**src/rtl/serial_alu_ctrl.sv**
```systemverilog
// ---------------------------------------------------------------------------
// serial_alu_ctrl
//
// Purpose:
//   Controls one external 1-bit ALU slice (alu1). It performs a WIDTH-bit
//   operation bit-serially, starting with the LSB. The carry out of each
//   slice cycle feeds the carry in of the next cycle for every op code. The
//   block never decodes op; it only forwards it to the slice.
//
//   FSM: IDLE -> RUN (WIDTH cycles) -> DONE (1 cycle) -> IDLE.
//   - A start seen in IDLE latches a, b, op and cin.
//   - The op then occupies WIDTH RUN cycles.
//   - Result and carry become valid in the DONE cycle, which also pulses done.
//
// Ports:
//   i_clk, i_reset      clock, synchronous active-high reset
//   i_start             operation request, sampled only in IDLE
//   i_a, i_b            WIDTH-bit operands (captured on accept)
//   i_op                3-bit slice select (captured on accept)
//   i_cin               carry into bit 0 (captured on accept)
//   o_busy              high in RUN cycles only
//   o_done              one-cycle pulse in DONE
//   o_result            result of last completed op (held)
//   o_carry_flag        final slice carry of last completed op (held)
//   o_slice_a/b/cin     bit operands and carry to the slice
//   o_slice_select      op code to the slice (latched op)
//   i_slice_out/cout    slice sum/logic output and carry output
//   o_dbg_state         current FSM state (0=IDLE, 1=RUN, 2=DONE)
//
// Handshake:
//   start/busy/done form a simple request/pulse protocol.
//   - A request is accepted only in a cycle where the FSM is IDLE and
//     start=1; that cycle is T.
//   - busy is high for T+1..T+WIDTH.
//   - done pulses at T+WIDTH+1. result and carry_flag are valid from then
//     until the next completion or reset.
//   - start is ignored whenever the FSM is not IDLE.
// ---------------------------------------------------------------------------
module serial_alu_ctrl #(
  parameter int WIDTH = 4
) (
  input  logic             i_clk,
  input  logic             i_reset,
  input  logic             i_start,
  input  logic [WIDTH-1:0] i_a,
  input  logic [WIDTH-1:0] i_b,
  input  logic [2:0]       i_op,
  input  logic             i_cin,
  output logic             o_busy,
  output logic             o_done,
  output logic [WIDTH-1:0] o_result,
  output logic             o_carry_flag,
  output logic             o_slice_a,
  output logic             o_slice_b,
  output logic             o_slice_cin,
  output logic [2:0]       o_slice_select,
  input  logic             i_slice_out,
  input  logic             i_slice_cout,
  output logic [1:0]       o_dbg_state
);

  // One spare bit, so the counter can never wrap within an op.
  localparam int CW = $clog2(WIDTH) + 1;
  localparam logic [CW-1:0] LAST_BIT = CW'(WIDTH - 1);

  typedef enum logic [1:0] {
    S_IDLE = 2'd0,
    S_RUN  = 2'd1,
    S_DONE = 2'd2
  } state_t;

  state_t           r_state;
  logic [WIDTH-1:0] r_a;       // shifted right each RUN cycle; bit 0 = current bit
  logic [WIDTH-1:0] r_b;
  logic [2:0]       r_op;
  logic             r_cin;
  logic             r_carry;   // slice carry captured in the previous RUN cycle
  logic [CW-1:0]    r_cnt;
  logic [WIDTH-1:0] r_work;
  logic             r_busy;
  logic             r_done;
  logic [WIDTH-1:0] r_result;
  logic             r_carry_flag;

  logic             w_run;
  logic [WIDTH-1:0] w_bit_mask;
  logic [WIDTH-1:0] w_work_next;

  assign w_run       = (r_state == S_RUN);
  // Put the slice output into working bit k (k = r_cnt).
  assign w_bit_mask  = WIDTH'(1) << r_cnt;
  assign w_work_next = i_slice_out ? (r_work | w_bit_mask) : r_work;

  always_ff @(posedge i_clk) begin
    if (i_reset) begin
      r_state      <= S_IDLE;
      r_a          <= '0;
      r_b          <= '0;
      r_op         <= '0;
      r_cin        <= 1'b0;
      r_carry      <= 1'b0;
      r_cnt        <= '0;
      r_work       <= '0;
      r_busy       <= 1'b0;
      r_done       <= 1'b0;
      r_result     <= '0;
      r_carry_flag <= 1'b0;
    end else begin
      case (r_state)
        S_IDLE: begin
          r_done <= 1'b0;
          if (i_start) begin
            r_a     <= i_a;
            r_b     <= i_b;
            r_op    <= i_op;
            r_cin   <= i_cin;
            r_carry <= 1'b0;
            r_cnt   <= '0;
            r_work  <= '0;
            r_busy  <= 1'b1;
            r_state <= S_RUN;
          end
        end

        S_RUN: begin
          r_a     <= r_a >> 1;
          r_b     <= r_b >> 1;
          r_carry <= i_slice_cout;
          r_work  <= w_work_next;
          if (r_cnt == LAST_BIT) begin
            r_result     <= w_work_next;
            r_carry_flag <= i_slice_cout;
            r_busy       <= 1'b0;
            r_done       <= 1'b1;
            r_state      <= S_DONE;
          end else begin
            r_cnt <= r_cnt + CW'(1);
          end
        end

        S_DONE: begin
          r_done  <= 1'b0;
          r_state <= S_IDLE;
        end

        default: begin
          r_busy  <= 1'b0;
          r_done  <= 1'b0;
          r_state <= S_IDLE;
        end
      endcase
    end
  end

  // Slice drive: operands and carry only in RUN, select always shows latched op.
  assign o_slice_a      = w_run & r_a[0];
  assign o_slice_b      = w_run & r_b[0];
  assign o_slice_cin    = w_run & ((r_cnt == '0) ? r_cin : r_carry);
  assign o_slice_select = r_op;

  assign o_busy         = r_busy;
  assign o_done         = r_done;
  assign o_result       = r_result;
  assign o_carry_flag   = r_carry_flag;
  assign o_dbg_state    = r_state;

endmodule

```
**config.mk**
```make
export PLATFORM = sky130hd
export DESIGN_NAME = serial_alu_ctrl
export DESIGN_NICKNAME = d
export VERILOG_FILES = /design/src/rtl/serial_alu_ctrl.sv
export SDC_FILE = /design/constraint.sdc
export NUM_CORES = 1
export LEC_CHECK = 0
export CAP_MARGIN = 20
export CORE_ASPECT_RATIO = 0.5
export CORE_MARGIN = 4
export CORE_UTILIZATION = 40
export DETAILED_ROUTE_END_ITERATION = 8
export PLACE_DENSITY = 0.64
export SYNTH_ARGS = -nofsm -noshare
export SYNTH_HDL_FRONTEND = slang
export SYNTH_SLANG_ARGS = --single-unit
```
**constraint.sdc**
```tcl
create_clock -name i_clk -period 4.1 [get_ports i_clk]
set_input_delay 0.82 -clock i_clk [delete_from_list [all_inputs] [get_ports i_clk]]
set_output_delay 0.82 -clock i_clk [all_outputs]
set_load 0.005 [all_outputs]
```
==> qor.csv <==
metric,value,unit
ys_warn_count,0,
drtIter0Drc,33,
core_area,2770,um2
place_hpwl,1900,um
boundaryPins,32,
ctsHoldBuffers,0,
dr.pass1.iters,4,
drive_gt1_frac,0.0694,
grt_util_all_layers,0.147,
critPathRequiredTime,3.28,ns
critical_path_class,register to output pin,
clock_latency,0.29,ns
dieWidth,86.7,um
end_kind,output pin,
synth_seq_cells,29,
cpPeakStageDelay,0.65,ns
numCtsBuffers,5,
synth-async-reset-ratio,0,
setup_violations,0,
die_area,4110,um2
cp-start-kind,register,
max_freq,357,MHz
reg2reg_depth,5,
maxCapViolCount,0,
synth_edf_count,0,
whs_path_depth,2,
seq_area_frac_synth,0.469,
synth_top_area_share,0.469,
vias,1045,
antenna_found_initial,0,
worst_pin_slew,1.12,ns
path_clk_slew,0.07,ns
die_h,47.4,um
fillCellCount,280,
clockBufferDepth,2,
syn_area,1240,um2
antenna_cells,0,
io_buffers,31,
drt.antenna.violating_nets,0,
tns,0,ns
path_cells,"nor2b_1, and2_1, clkdlybuf4s50_1",
cts_root_buf,clkbuf_8,
wire_per_inst,13.0,um
routabilityCongestion,0.754,
avgSynthCellArea,8.72,um2
rsz0062_at_grt,false,
nNetsFinal,194,
status,finished clean,
via_per_inst,4.98,
synth-main-ff-cell,dfxtp_1,
synth.area.top_cells,"dfxtp_1 (47%), a21oi_1 (6.5%), nor2_1 (6.4%)",
clkSinkCount,29,
grt_pass1_wl,4340,um
irDropWorstVdd,0.000174,V
cp_max_fo,17,
arrival,1.98,ns
skew,0.00821,ns
fin_area,1660,um2
hp-class,register to register,
critPathSlowestCell,dfxtp_1,
cts_tree,done,
cts.htree.levels,2,
dpl_cell_area,1560,um2
initial_core_util,0.448,
leakagePower,0.607,nW
cts_resized,0,
slew_viol_final,0,
finalWorstPathRequiredPeriod,2.80,ns
slew_headroom,0.251,
drc,0,
netlist_instances,142,
period_share,0.683,
grt_max_degree,31,
power.density,390,nW/um2
rows,13,
wl,2740,um
overflow,0,
yosysUniqueCellTypes,30,
syn2layout_area_growth,34.0,%
hold_violations,0,
cts_setup_buffers,0,
synth_area_leader_cell,dfxtp_1,
syn_nets,164,
grt_pass1_vias,947,
## where the power goes
part	internal, mW	total, mW	switching [mW]
Combinational	0.0423	0.0797	0.0375
Sequential	0.295	0.306	0.0103
Clock	0.151	0.262	0.110
Total	0.489	0.647	0.158
## sequential cells by signal, summed over array words and instances, names as in the netlist
signal / count
r_carry: 1
r_cin: 1
r_work: 4
o_result: 4
r_a: 4
r_cnt: 3
o_carry_flag: 1
o_dbg_state: 2
o_busy: 1
r_b: 4
o_slice_select: 3
o_done: 1
## synth_stat cells, drive strengths merged, types with 2 or more instances
cell type / count
a211oi: 9
a21oi: 16
a22oi: 2
and2: 2
buf: 5
clkbuf: 3
dfxtp: 29
ha: 5
inv: 5
mux2i: 2
nand2: 11
nand2b: 2
nand3: 3
nor2: 21
nor2b: 3
nor3: 6
nor3b: 3
o22ai: 2
o2bb2ai: 3
or3b: 2
## cells in the final DEF (no fill, tap or decap), drive strengths merged, types with 2 or more instances in the layout
master	synthesis	final
inv	5	5
dfxtp	29	29
ha	5	5
o2bb2ai	3	3
or3b	2	2
a22oi	2	2
a21oi	16	16
nand2	11	11
nor3b	3	3
and2	2	2
a211oi	9	9
nand2b	2	2
mux2i	2	2
nand3	3	3
nor2	21	21
clkbuf	3	7
clkdlybuf4s50	0	31
o22ai	2	2
nor2b	3	3
nor3	6	6
## metrics by stage
stage	utilization	worst slack [ns]	power [mW]	hold WS, ns	instances
floorplan	-	2.30	0.355	0.436	142
global route	0.600	1.15	0.680	0.474	210
global placement	0.564	1.55	0.391	0.444	202
CTS	0.600	1.30	0.654	0.458	210
detailed placement	0.564	1.49	0.392	0.449	202
finish	0.600	1.30	0.647	0.454	210
## layout make-up
class                           count  area (um2)  area share
Tap cell                           37        46.3      0.0279
Timing Repair Buffer               31         310       0.187
Clock buffer                        7        96.3      0.0580
Sequential cell                    29         581       0.350
Inverter                            5        18.8      0.0113
Multi-Input combinational cell    100         603       0.363
Clock inverter                      1        5.00     0.00301
## routing by layer
metal | track usage | up-vias | wire length [um]
met3 | 0.0665 | 2 | 168
li1 | - | 554 | -
met4 | 0.0559 | 0 | 13
met5 | 0 | - | 0
met1 | 0.201 | 461 | 1460
met2 | 0.204 | 28 | 1090
## critical path, delay by kind of cell, from the launching register on
| kind | cells | cell delay [ns] |
|---|---|---|
| DFF | 1 | 0.65 |
| and+or+nand+nor | 2 | 0.55 |
| buffers and inverters | 1 | 0.49 |
## cells by family (layout without fill, tap and decap cells)
logic type | after synthesis | in the layout | share of synthesized area
AOI/OAI and AO/OA | 36 | 36 | 0.188
buffers and inverters | 13 | 44 | 0.0444
DFF | 29 | 29 | 0.469
muxes | 2 | 2 | 0.0162
adders and majority gates | 5 | 5 | 0.0505
and+or+nand+nor | 57 | 57 | 0.232
## path summary, 6_finish.rpt
kind         slack, ns              start                end
max               1.30     o_dbg_state[0]          o_slice_b
min               0.45  o_slice_select[2]  o_slice_select[2]
max reg2reg       2.38           r_cnt[0]           r_cnt[2]
min reg2reg       0.45  o_slice_select[2]  o_slice_select[2]
(Power assumes the default switching activity.)
